===== config.mk =====
export PLATFORM = sky130hd
export DESIGN_NAME = alu_share_arbiter_flat
export DESIGN_NICKNAME = d
export VERILOG_FILES = /design/src/rtl/alu_share_arbiter_if.sv /design/src/rtl/alu_share_arbiter.sv /design/src/flat_wrapper.sv
export SDC_FILE = /design/constraint.sdc
export NUM_CORES = 1
export LEC_CHECK = 0
export CORE_AREA = 2 2 131 133
export CTS_BUF_LIST = sky130_fd_sc_hd__clkbuf_4
export CTS_CLUSTER_DIAMETER = 80
export DETAILED_ROUTE_END_ITERATION = 10
export DIE_AREA = 0 0 133 135
export PLACE_DENSITY = 0.68
export SLEW_MARGIN = 20
export SYNTH_ARGS = -nofsm -noshare
export SYNTH_HDL_FRONTEND = slang
export SYNTH_SLANG_ARGS = --single-unit
export TNS_END_PERCENT = 10

===== constraint.sdc =====
create_clock -name clk -period 2.3 [get_ports clk]
set_clock_uncertainty 0.05 [all_clocks]
set_input_delay 0.46 -clock clk [delete_from_list [all_inputs] [get_ports clk]]
set_output_delay 0.46 -clock clk [all_outputs]
set_load 0.005 [all_outputs]

===== src/rtl/alu_share_arbiter_if.sv =====
// -----------------------------------------------------------------------------
// alu_share_arbiter_if
// Bundles the request channels, response channels and shared-ALU connection
// of alu_share_arbiter.  All two-requester buses are packed with requester i
// at slice [i*W +: W].
//   master : requester/ALU side (drives requests, response accepts, ALU result)
//   slave  : arbiter side (drives accepts, responses, ALU operands/control)
// -----------------------------------------------------------------------------
interface alu_share_arbiter_if #(
    parameter int XLEN  = 32,
    parameter int TAG_W = 4
);
    // Request channels
    logic [1:0]         req_valid;
    logic [1:0]         req_ready;
    logic [2*XLEN-1:0]  req_a;
    logic [2*XLEN-1:0]  req_b;
    logic [2*5-1:0]     req_op;
    logic [2*TAG_W-1:0] req_tag;

    // Shared ALU connection
    logic [XLEN-1:0]    alu_src_a;
    logic [XLEN-1:0]    alu_src_b;
    logic [4:0]         alu_ctrl;
    logic [XLEN-1:0]    alu_result;
    logic               alu_zero;
    logic               alu_negative;

    // Response channels
    logic [1:0]         rsp_valid;
    logic [1:0]         rsp_ready;
    logic [2*XLEN-1:0]  rsp_result;
    logic [1:0]         rsp_zero;
    logic [1:0]         rsp_negative;
    logic [2*TAG_W-1:0] rsp_tag;

    modport master (
        output req_valid, req_a, req_b, req_op, req_tag,
        output rsp_ready,
        output alu_result, alu_zero, alu_negative,
        input  req_ready,
        input  alu_src_a, alu_src_b, alu_ctrl,
        input  rsp_valid, rsp_result, rsp_zero, rsp_negative, rsp_tag
    );

    modport slave (
        input  req_valid, req_a, req_b, req_op, req_tag,
        input  rsp_ready,
        input  alu_result, alu_zero, alu_negative,
        output req_ready,
        output alu_src_a, alu_src_b, alu_ctrl,
        output rsp_valid, rsp_result, rsp_zero, rsp_negative, rsp_tag
    );
endinterface


===== src/rtl/alu_share_arbiter.sv =====
// -----------------------------------------------------------------------------
// alu_share_arbiter
// Shares one combinational ALU between two requesters.  A round-robin grant
// picks at most one eligible request per cycle, steers its operands/control
// onto the ALU, and captures result, flags and tag into that requester's
// registered response slot (1-cycle latency).  Each requester has its own
// slot, so a stalled response on one side never blocks the other.
//
// Ports:
//   clk, rst_n   clock (rising edge) and asynchronous active-low reset
//   bus          alu_share_arbiter_if.slave: request, response and ALU signals
//   stats_clr    (ALU_ARB_STATS_EN only) synchronous clear of grant counters
//   grant_cnt0/1 (ALU_ARB_STATS_EN only) saturating 16-bit grant counters
//
// Optional feature macro: ALU_ARB_STATS_EN (grant statistics counters).
// -----------------------------------------------------------------------------
module alu_share_arbiter #(
    parameter int XLEN  = 32,
    parameter int TAG_W = 4
) (
    input  logic        clk,
    input  logic        rst_n,
`ifdef ALU_ARB_STATS_EN
    input  logic        stats_clr,
    output logic [15:0] grant_cnt0,
    output logic [15:0] grant_cnt1,
`endif
    alu_share_arbiter_if.slave bus
);

    localparam logic [4:0] OP_ADD = 5'b00010;

    logic               last_grant_q, last_grant_d;
    logic [1:0]         rsp_valid_q, rsp_valid_d;
    logic [2*XLEN-1:0]  rsp_result_q, rsp_result_d;
    logic [1:0]         rsp_zero_q, rsp_zero_d;
    logic [1:0]         rsp_negative_q, rsp_negative_d;
    logic [2*TAG_W-1:0] rsp_tag_q, rsp_tag_d;

    logic [1:0] slot_free;
    logic [1:0] eligible;
    logic [1:0] grant;
    logic       gidx;

    // Grant depends only on control: valids, slot state and the rr pointer.
    // A slot being popped this cycle counts as free (pop-and-refill).
    always_comb begin
        slot_free = ~rsp_valid_q | bus.rsp_ready;
        eligible  = bus.req_valid & slot_free;
        unique case (eligible)
            2'b01:   grant = 2'b01;
            2'b10:   grant = 2'b10;
            2'b11:   grant = last_grant_q ? 2'b01 : 2'b10;
            default: grant = 2'b00;
        endcase
        gidx = grant[1];
    end

    assign bus.req_ready = grant;

    // ALU operand steering; an idle ALU sees a harmless ADD of zeros.
    always_comb begin
        bus.alu_src_a = '0;
        bus.alu_src_b = '0;
        bus.alu_ctrl  = OP_ADD;
        if (|grant) begin
            bus.alu_src_a = gidx ? bus.req_a[2*XLEN-1:XLEN] : bus.req_a[XLEN-1:0];
            bus.alu_src_b = gidx ? bus.req_b[2*XLEN-1:XLEN] : bus.req_b[XLEN-1:0];
            bus.alu_ctrl  = gidx ? bus.req_op[9:5]          : bus.req_op[4:0];
        end
    end

    // Response slot next-state: a grant refills, a pop without grant empties,
    // otherwise the slot holds its contents.
    always_comb begin
        rsp_valid_d    = rsp_valid_q;
        rsp_result_d   = rsp_result_q;
        rsp_zero_d     = rsp_zero_q;
        rsp_negative_d = rsp_negative_q;
        rsp_tag_d      = rsp_tag_q;
        last_grant_d   = last_grant_q;
        for (int i = 0; i < 2; i++) begin
            if (grant[i]) begin
                rsp_valid_d[i]                   = 1'b1;
                rsp_result_d[i*XLEN +: XLEN]     = bus.alu_result;
                rsp_zero_d[i]                    = bus.alu_zero;
                rsp_negative_d[i]                = bus.alu_negative;
                rsp_tag_d[i*TAG_W +: TAG_W]      = bus.req_tag[i*TAG_W +: TAG_W];
            end else if (bus.rsp_ready[i]) begin
                rsp_valid_d[i] = 1'b0;
            end
        end
        if (|grant) begin
            last_grant_d = gidx;
        end
    end

    // last_grant resets to 1 so requester 0 wins the first contention.
    always_ff @(posedge clk or negedge rst_n) begin
        if (!rst_n) begin
            last_grant_q   <= 1'b1;
            rsp_valid_q    <= '0;
            rsp_result_q   <= '0;
            rsp_zero_q     <= '0;
            rsp_negative_q <= '0;
            rsp_tag_q      <= '0;
        end else begin
            last_grant_q   <= last_grant_d;
            rsp_valid_q    <= rsp_valid_d;
            rsp_result_q   <= rsp_result_d;
            rsp_zero_q     <= rsp_zero_d;
            rsp_negative_q <= rsp_negative_d;
            rsp_tag_q      <= rsp_tag_d;
        end
    end

    assign bus.rsp_valid    = rsp_valid_q;
    assign bus.rsp_result   = rsp_result_q;
    assign bus.rsp_zero     = rsp_zero_q;
    assign bus.rsp_negative = rsp_negative_q;
    assign bus.rsp_tag      = rsp_tag_q;

`ifdef ALU_ARB_STATS_EN
    logic [15:0] cnt0_q, cnt0_d;
    logic [15:0] cnt1_q, cnt1_d;

    // Clear has priority over increment; counters stick at all-ones.
    always_comb begin
        cnt0_d = cnt0_q;
        cnt1_d = cnt1_q;
        if (stats_clr) begin
            cnt0_d = '0;
            cnt1_d = '0;
        end else begin
            if (grant[0] && (cnt0_q != 16'hFFFF)) cnt0_d = cnt0_q + 16'd1;
            if (grant[1] && (cnt1_q != 16'hFFFF)) cnt1_d = cnt1_q + 16'd1;
        end
    end

    always_ff @(posedge clk or negedge rst_n) begin
        if (!rst_n) begin
            cnt0_q <= '0;
            cnt1_q <= '0;
        end else begin
            cnt0_q <= cnt0_d;
            cnt1_q <= cnt1_d;
        end
    end

    assign grant_cnt0 = cnt0_q;
    assign grant_cnt1 = cnt1_q;
`endif

endmodule

===== src/flat_wrapper.sv =====
// flat-port wrapper written by rule: the top's interface ports become plain ports
module alu_share_arbiter_flat 
#(
    parameter int XLEN  = 32,
    parameter int TAG_W = 4
)
  (clk, rst_n, bus_req_valid, bus_req_a, bus_req_b, bus_req_op, bus_req_tag, bus_rsp_ready, bus_alu_result, bus_alu_zero, bus_alu_negative, bus_req_ready, bus_alu_src_a, bus_alu_src_b, bus_alu_ctrl, bus_rsp_valid, bus_rsp_result, bus_rsp_zero, bus_rsp_negative, bus_rsp_tag);
  alu_share_arbiter_if #(.XLEN(XLEN), .TAG_W(TAG_W)) bus_i ();
  input  logic clk;
  input  logic rst_n;
  input wire logic [$bits(bus_i.req_valid)-1:0] bus_req_valid;
  input wire logic [$bits(bus_i.req_a)-1:0] bus_req_a;
  input wire logic [$bits(bus_i.req_b)-1:0] bus_req_b;
  input wire logic [$bits(bus_i.req_op)-1:0] bus_req_op;
  input wire logic [$bits(bus_i.req_tag)-1:0] bus_req_tag;
  input wire logic [$bits(bus_i.rsp_ready)-1:0] bus_rsp_ready;
  input wire logic [$bits(bus_i.alu_result)-1:0] bus_alu_result;
  input wire logic [$bits(bus_i.alu_zero)-1:0] bus_alu_zero;
  input wire logic [$bits(bus_i.alu_negative)-1:0] bus_alu_negative;
  output wire logic [$bits(bus_i.req_ready)-1:0] bus_req_ready;
  output wire logic [$bits(bus_i.alu_src_a)-1:0] bus_alu_src_a;
  output wire logic [$bits(bus_i.alu_src_b)-1:0] bus_alu_src_b;
  output wire logic [$bits(bus_i.alu_ctrl)-1:0] bus_alu_ctrl;
  output wire logic [$bits(bus_i.rsp_valid)-1:0] bus_rsp_valid;
  output wire logic [$bits(bus_i.rsp_result)-1:0] bus_rsp_result;
  output wire logic [$bits(bus_i.rsp_zero)-1:0] bus_rsp_zero;
  output wire logic [$bits(bus_i.rsp_negative)-1:0] bus_rsp_negative;
  output wire logic [$bits(bus_i.rsp_tag)-1:0] bus_rsp_tag;
  assign bus_i.req_valid = bus_req_valid;
  assign bus_i.req_a = bus_req_a;
  assign bus_i.req_b = bus_req_b;
  assign bus_i.req_op = bus_req_op;
  assign bus_i.req_tag = bus_req_tag;
  assign bus_i.rsp_ready = bus_rsp_ready;
  assign bus_i.alu_result = bus_alu_result;
  assign bus_i.alu_zero = bus_alu_zero;
  assign bus_i.alu_negative = bus_alu_negative;
  assign bus_req_ready = bus_i.req_ready;
  assign bus_alu_src_a = bus_i.alu_src_a;
  assign bus_alu_src_b = bus_i.alu_src_b;
  assign bus_alu_ctrl = bus_i.alu_ctrl;
  assign bus_rsp_valid = bus_i.rsp_valid;
  assign bus_rsp_result = bus_i.rsp_result;
  assign bus_rsp_zero = bus_i.rsp_zero;
  assign bus_rsp_negative = bus_i.rsp_negative;
  assign bus_rsp_tag = bus_i.rsp_tag;
  alu_share_arbiter #(.XLEN(XLEN), .TAG_W(TAG_W)) u_core (.clk(clk), .rst_n(rst_n), .bus(bus_i));
endmodule

==> metrics.txt <==
FF-to-FF Start=u_core.last_grant_q; Vias/cell=4.54; slew at the pin with the worst max-slew slack=0.516 ns; Synth-to-Final Area Change=110%; outcome=finished, violations left; Crit Path Class=reg -> out; TritonCTS buffer count=9; Final setup viols=71; TritonRoute pass-1 iters=4; area of the mapped netlist=3640 µm²; CP required=1.79 ns; # IOs=335; CP Cell Sequence=nand2_2 > o211ai_2 > bufinv_8 > buf_12 > buf_6 > a22o_4 > buf_6; synth unique cells=15; DR WL/cell=20.4 µm; slew margin rel.=65.6%; Die Span Y=135 µm; antenna violations before repair=1; critical path startpoint=u_core.last_grant_q; R2R cell count=9; first-pass GRT wire length=25600 µm; final worst slack=-0.367 ns; failing checks=negative setup slack; Post-DP Area=7310 µm²; Setup TNS Final=-19.08 ns; Fillers=1462; Fin. Hold Viols=0; final worst path period need=2.67 ns; Max FO, Critical Path=7; Pins Over Slew Limit=0; vias in the first global route=4219; clock sink count=79; Non-Filler Instances=852; largest net degree at the start of global routing=44; PD cells=726 nW/µm²; Crit path largest cell delay=0.58 ns; clock root buffer=clkbuf_4; CP max stage cell=dfstp_2; register area share after synthesis=54.4%; Nets=812; total grt overflow=0; Worst setup EP type=output pin; DP HPWL=12100 µm; number of port buffers=334; Synth Instances=260; Clock Path Buffers=2; startpoint types=flop; share of layout cells above drive strength 1=33.6%; crit-path most repeated cell=buf_6; Inst Count DP=808; critical path arrival=2.16 ns; Pleak=3.31 nW; antenna-violating nets left=0; H-Tree Depth=3; Yosys reg bits=79; full die area=18000 µm²; unrepaired setup endpoints after global routing=yes; FF-to-FF End=u_core.bus.rsp_result[17]; worst reg2reg setup slack=0.23 ns; Max-cap violations=0; worst path bufs/invs=4; GP Congestion=0.831; FMAX=375 MHz; First DRT Iteration DRCs=94; hold crit path type=in -> async; Synth Warn #=0; clock-pin transition on the worst setup and hold timing paths=0.15 ns; Worst VDD drop=487 µV; residual DRC count=0; Tcrit/Tclk final=116%; global-route usage over all layers=19.0%; row cnt=47; most common cell after layout, fill and taps aside=clkdlybuf4s50_1; Vias=3869; crit path to=bus_alu_src_b[14]; core area=16400 µm²; WHS=0.430 ns; DRT Wirelength=17400 µm; syn nets=446; CP Depth=7; CP top delay family=buffers and inverters; Initial Util=22.2%; CTS tree=yes; Mean Syn Cell Area=14.0 µm²; Final Util=46.6%; Worst-Skew Late Latency=0.46 ns; Design Area, Final=7650 µm²; most frequent cells in the layout=clkdlybuf4s50_1 (260), dfrtp_1 (78), mux2_2 (70), a22o_1 (65), clkbuf_2 (40); Die Span X=133 µm
==> report_power, final <==
part | leakage (nW) | switching (mW) | internal (mW)
Combinational | 2.31 | 0.880 | 1.73
Clock | 0.0802 | 0.541 | 0.442
Sequential | 0.920 | 0.205 | 1.76
==> flip-flops by register name, indices dropped and copies added (netlist names) <==
signal / count
u_core.last_grant_q: 1
u_core.bus.rsp_zero: 2
u_core.bus.rsp_negative: 2
u_core.bus.rsp_valid: 2
u_core.bus.rsp_tag: 8
u_core.bus.rsp_result: 64
==> per-layer routing <==
layer	wire [µm]	track usage [%]	vias up
li1	-	-	1730
met1	6660	21.0	1923
met2	9100	35.0	206
met3	1540	7.13	10
met4	105	3.88	0
met5	0	0	-
==> final cells by class <==
class	instances	area, µm²	area share [%]
Clock buffer	9	67.6	0.883
Tap cell	220	275	3.60
Timing Repair Buffer	377	3610	47.2
Multi-Input combinational cell	157	1600	20.9
Antenna cell	1	2.50	0.0327
Inverter	2	26.3	0.343
Sequential cell	79	1980	25.9
Clock inverter	7	96.3	1.26
==> through the flow <==
stage	power (mW)	setup WS, ns
2_1_floorplan	2.74	0.321
3_3_place_gp	4.42	-0.530
3_5_place_dp	4.46	-0.557
4_1_cts	5.73	-0.547
5_1_grt	5.88	-0.466
6_report	5.55	-0.367
==> synth_stat cells, drive strengths merged <==
| library cell | instances | area (µm²) |
|---|---|---|
| mux2 | 76 | 856 |
| clkbuf | 2 | 7.51 |
| dfstp | 1 | 26.3 |
| o22a | 1 | 8.76 |
| o2bb2ai | 1 | 8.76 |
| a22o | 68 | 596 |
| nand2 | 4 | 15.0 |
| nand2b | 3 | 18.8 |
| nor2b | 2 | 12.5 |
| buf | 20 | 103 |
| inv | 2 | 7.51 |
| o211ai | 2 | 25.0 |
| dfrtp | 78 | 1950 |
==> worst register-to-register path, delay by kind of cell, from the launching register on <==
family | cells | cell delay [ns]
buf+inv | 6 | 0.77
flops | 1 | 0.58
mux | 1 | 0.34
simple gates | 1 | 0.13
compound gates | 1 | 0.10
==> worst min-delay path by stage <==
stage                                 endpoint  depth (start not counted)
floorplan           u_core.bus.rsp_negative[0]                          0
global placement     u_core.bus.rsp_result[17]                          1
detailed placement   u_core.bus.rsp_result[17]                          1
CTS                  u_core.bus.rsp_result[14]                          2
global route         u_core.bus.rsp_result[41]                          2
finish               u_core.bus.rsp_result[41]                          2
==> what timing repair did <==
action | CTS | global route
hold buffers | 1 | 0
buffers inserted | 22 | 1
pin swaps | 21 | 30
gates cloned | 8 | 0
resized for setup | 229 | 55
setup endpoints to repair | 71 | 71
hold endpoints to repair | 36 | 0
==> logic make-up after synthesis <==
| kind of cell | count (synthesis) | share of synthesized area, % |
|---|---|---|
| AOI/OAI and AO/OA | 72 | 17.5 |
| and+or+nand+nor | 9 | 1.27 |
| muxes | 76 | 23.5 |
| buffers and inverters | 24 | 3.23 |
| DFF | 79 | 54.4 |
(Power assumes the default switching activity.)
